$ cat src/rtl/fetch_stage.sv
// fetch_stage: PC register and IF/ID pipeline latch for the instruction fetch stage.
//
// Instruction fetch is driven by the load-use stall controls from the hazard
// detect unit. A taken branch or jump resolved in EX redirects the PC and
// squashes the IF/ID latch. The block also keeps a saturating count of stall
// cycles for performance monitoring.
//
// Ports:
//   clk            in   rising-edge system clock
//   rst_n          in   synchronous active-low reset
//   PCLocker       in   1 = PC may advance, 0 = PC holds
//   IF_IDLocker    in   1 = IF/ID may load, 0 = IF/ID holds
//   redirectValid  in   taken branch/jump resolved in EX
//   redirectTarget in   redirect destination PC (low two bits ignored)
//   imemAddr       out  instruction-memory address (combinational from PC)
//   imemData       in   instruction word for imemAddr, valid in the same cycle
//   ifIdPC         out  PC of the instruction held in IF/ID
//   ifIdInst       out  instruction held in IF/ID
//   ifIdValid      out  IF/ID holds a real instruction
//   stallActive    out  fetch FSM is in STALL
//   stallCount     out  saturating stall-cycle counter
module fetch_stage #(
    parameter int              XLEN     = 32,
    parameter logic [XLEN-1:0] RESET_PC = '0,
    parameter logic [31:0]     INST_NOP = 32'h0000_0013,
    parameter int              CNT_W    = 16
) (
    input  logic             clk,
    input  logic             rst_n,
    input  logic             PCLocker,
    input  logic             IF_IDLocker,
    input  logic             redirectValid,
    input  logic [XLEN-1:0]  redirectTarget,
    output logic [XLEN-1:0]  imemAddr,
    input  logic [31:0]      imemData,
    output logic [XLEN-1:0]  ifIdPC,
    output logic [31:0]      ifIdInst,
    output logic             ifIdValid,
    output logic             stallActive,
    output logic [CNT_W-1:0] stallCount
);

    typedef enum logic [1:0] {
        BOOT,
        RUN,
        STALL
    } state_t;

    state_t           state_q, state_d;
    logic [XLEN-1:0]  pc_q, pc_d;
    logic [XLEN-1:0]  if_id_pc_q, if_id_pc_d;
    logic [31:0]      if_id_inst_q, if_id_inst_d;
    logic             if_id_valid_q, if_id_valid_d;
    logic [CNT_W-1:0] stall_count_q, stall_count_d;

    // A stall cycle: IF/ID is frozen and no redirect is flushing it.
    logic             hold;
    logic [XLEN-1:0]  redirect_pc;

    assign hold        = !IF_IDLocker && !redirectValid;
    // Force word alignment by masking the two low bits of the target.
    assign redirect_pc = redirectTarget & ~XLEN'(3);

    always_ff @(posedge clk) begin
        if (!rst_n) begin
            state_q       <= BOOT;
            pc_q          <= RESET_PC;
            if_id_pc_q    <= '0;
            if_id_inst_q  <= INST_NOP;
            if_id_valid_q <= 1'b0;
            stall_count_q <= '0;
        end else begin
            state_q       <= state_d;
            pc_q          <= pc_d;
            if_id_pc_q    <= if_id_pc_d;
            if_id_inst_q  <= if_id_inst_d;
            if_id_valid_q <= if_id_valid_d;
            stall_count_q <= stall_count_d;
        end
    end

    always_comb begin
        state_d       = state_q;
        pc_d          = pc_q;
        if_id_pc_d    = if_id_pc_q;
        if_id_inst_d  = if_id_inst_q;
        if_id_valid_d = if_id_valid_q;
        stall_count_d = stall_count_q;

        case (state_q)
            BOOT: begin
                // First cycle after reset: lockers and redirect are ignored,
                // PC stays at RESET_PC and a bubble is placed in IF/ID.
                if_id_pc_d    = pc_q;
                if_id_inst_d  = INST_NOP;
                if_id_valid_d = 1'b0;
                state_d       = RUN;
            end

            default: begin
                // RUN and STALL share the datapath rules; they differ only in
                // how stallActive is reported.
                state_d = hold ? STALL : RUN;

                if (redirectValid) begin
                    pc_d = redirect_pc;
                end else if (PCLocker) begin
                    pc_d = pc_q + XLEN'(4);
                end

                if (redirectValid) begin
                    if_id_pc_d    = pc_q;
                    if_id_inst_d  = INST_NOP;
                    if_id_valid_d = 1'b0;
                end else if (IF_IDLocker) begin
                    if_id_pc_d    = pc_q;
                    if_id_inst_d  = imemData;
                    if_id_valid_d = 1'b1;
                end

                if (hold && (stall_count_q != '1)) begin
                    stall_count_d = stall_count_q + CNT_W'(1);
                end
            end
        endcase
    end

    assign imemAddr    = pc_q;
    assign ifIdPC      = if_id_pc_q;
    assign ifIdInst    = if_id_inst_q;
    assign ifIdValid   = if_id_valid_q;
    assign stallActive = (state_q == STALL);
    assign stallCount  = stall_count_q;

endmodule

$ cat config.mk
export PLATFORM = sky130hd
export DESIGN_NAME = fetch_stage
export DESIGN_NICKNAME = d
export VERILOG_FILES = /design/src/rtl/fetch_stage.sv
export SDC_FILE = /design/constraint.sdc
export NUM_CORES = 1
export LEC_CHECK = 0
export CORE_MARGIN = 2
export CORE_UTILIZATION = 49
export DETAILED_ROUTE_END_ITERATION = 6
export PLACE_DENSITY = 0.93
export SLEW_MARGIN = 20
export SYNTH_ARGS = -nofsm -noshare
export SYNTH_HDL_FRONTEND = slang
export SYNTH_SLANG_ARGS = --single-unit
$ cat constraint.sdc
create_clock -name clk -period 6.1 [get_ports clk]
set_input_delay 1.525 -clock clk [delete_from_list [all_inputs] [get_ports clk]]
set_output_delay 1.525 -clock clk [all_outputs]
set_load 0.05 [all_outputs]
==> impl_metrics.ini <==
[status]
status = finished clean

[drt]
wl_per_cell_um = 17.06
ant_nets = 0
initialDrtViolationCount = 466
vias = 5472
remaining_drc_errors = 0
drt-vias-per-instance = 5.961
dr.pass1.iters = 6
routed_wl_um = 15660

[timing]
drv_slew = 0
period_minus_slack_ns = 3.509
fmax_mhz = 285.0
finalSetupTns_ns = 0
tightest_slew_ns = 1.107
hold_violations = 0
fin_crit_sh_pct = 57.53
slew_headroom_pct = 25.41
setup_slack_ns = 2.591
fin_worst_skew_ns = 0.01497
setup_viol = 0
rsz0062_at_grt = false

[critical_path]
r2r_start = imemAddr[2]
reg2reg_depth = 5
critPathKind = input port to flip-flop
startpoint_type = input port
cp-end-kind = flip-flop
critPathLaunch = redirectValid
arrival_ns = 3.83
cp_max_fo = 60
critPathRequiredTime_ns = 6.42

[cts]
cts.sinks = 111
post_cts_resized = 0
htreeDepth = 3
cts_tree = yes
clk_path_buf_depth = 2
cts_root_buf = clkbuf_8
cts-buffers-inserted = 9
cts-hold-fix-buffers = 0
clock_latency_ns = 0.37
path_clk_slew_ns = 0.11
post_cts_buffers = 0

[finish]
layout-drive-gt1-share_pct = 4.348
final_util_pct = 69.59
syn2layout_area_growth_pct = 37.37
n_antenna_cell = 0
nets = 848

[synthesis]
seq_area_frac_synth_pct = 42.49
ys_warn_count = 0
yosysTopAreaCell = dfxtp_1
ys_ff_latch = 111
syn_area_per_cell_um2 = 8.210
synth.cell_area_mm2 = 0.005230
synth_common_cells = 111 x dfxtp_1, 104 x nand2_1, 49 x a21oi_1, 48 x nor2_1, 45 x mux2i_1
ys_types = 57
netlist_instances = 637
synthArstFlopShare_pct = 0
synth_top_area_share_pct = 42.49
synth_edf_count = 0
yosysMostFrequentCell = dfxtp_1
synth_area_leaders = dfxtp_1 42%, mux2i_1 8.6%, nand2_1 7.5%
ys.flop_type = dfxtp_1

[global_routing]
grt_max_degree = 61
grt_pass1_vias = 5342
gr-total-overflow = 0
track_usage_pct = 27.22
grt_pass1_wl_um = 25500
antenna_found_initial = 0

[power]
irDropWorstVdd_mv = 0.1530
p_switching_w = 0.0004931
leakagePower_nw = 2.427
p_comb_share_pct = 19.4
clockPowerShare_pct = 30.3
p_int_w = 0.001067
pwr-share-seq_pct = 50.3
p_sw_share_pct = 31.62
powerDensity_mw_per_mm2 = 217.1

[min_path]
min_path_cells = 2
min_path_type = flip-flop to flip-flop
min_from = ifIdPC[30]

[floorplanning]
dieHeight_um = 107.3
core-area_mm2 = 0.01032
initial_core_util_pct = 50.66
rows = 37
io-pin-count = 183
dieArea_mm2 = 0.01152
dieWidth_um = 107.3

[place]
io_buffers = 176
hpwl_um = 11070
place.gp.congestion = 0.8756
place_ws_ns = 2.262

[run]
maxCapViolations = 0
==> cells in the final DEF, fill, tap and decap left out, types with 5 or more instances in the layout <==
cell / instances
a21oi_1: 49
nor2_1: 47
nor2b_1: 7
o21ai_0: 15
nand2b_1: 9
clkdlybuf4s50_1: 173
o311ai_0: 5
a31oi_1: 16
nor3_1: 12
nor4_1: 9
clkbuf_8: 9
inv_1: 7
a22oi_1: 5
o31ai_1: 6
a211oi_1: 7
mux2i_1: 45
nand4_1: 13
nand2_1: 104
nand3_1: 35
o41ai_1: 6
dfxtp_1: 111
or4_1: 17
==> worst max-delay path, cell delays in order <==
cell and delay, ns:
buf_2 0.73, o22ai_2 0.51, or4_1 0.53, or4_1 0.42, nand4_1 0.10
==> metrics by stage <==
stage | total power (W) | hold WS (ns) | instances | cell area, µm²
CTS | 0.001563 | 0.4605 | 918 | 7184
floorplan | 0.0009824 | 0.6672 | 640 | 5241
global route | 0.001619 | 0.4829 | 918 | 7184
global placement | 0.001092 | 0.4368 | 902 | 6975
finish | 0.001560 | 0.4561 | 918 | 7184
detailed placement | 0.001101 | 0.4461 | 902 | 6975
==> kinds of logic after synthesis <==
kind of cell / count (synthesis) / share of synthesized area (%)
simple gates: 275 / 25.55
compound gates: 139 / 17.56
flops: 111 / 42.49
buf+inv: 62 / 4.808
mux: 47 / 9.043
fa+ha+maj: 2 / 0.4784
other cells: 1 / 0.07170
==> layer usage <==
metal / vias up / GRT usage (%) / share of wire, %
li1: 2583 / - / -
met1: 2535 / 33.07 / 39
met2: 331 / 46.16 / 48
met3: 23 / 8.535 / 12
met4: 0 / 7.978 / 1.2
met5: - / 0 / 0
==> cell type report <==
class | instances | area, µm²
Clock buffer | 9 | 123.9
Clock inverter | 7 | 85.08
Fill cell | 778 | 3139
Inverter | 8 | 30.03
Multi-Input combinational cell | 467 | 2776
Sequential cell | 111 | 2222
Tap cell | 136 | 170.2
Timing Repair Buffer | 180 | 1777
==> power by group through the flow <==
stage	combinational (W)	sequential [W]	clock, W
global placement	0.000293	0.000799	0
finish	0.000302	0.000785	0.000472
floorplan	0.000109	0.000874	0
CTS	0.000302	0.000784	0.000477
detailed placement	0.000300	0.000800	0
global route	0.000320	0.000790	0.000509
==> path summary, 6_finish.rpt <==
| kind | endpoint | slack [ns] |
|---|---|---|
| min | ifIdPC[30] | 0.46 |
| max | imemAddr[26] | 2.59 |
| max reg2reg | imemAddr[22] | 3.47 |
| min reg2reg | ifIdPC[30] | 0.46 |
==> registers in the layout, indices dropped and copies added, names as in the netlist <==
signal,flops
imemAddr,30
stallCount,16
state_q,2
ifIdInst,32
ifIdPC,30
ifIdValid,1
No activity file was read; power rests on OpenSTA's default activity.
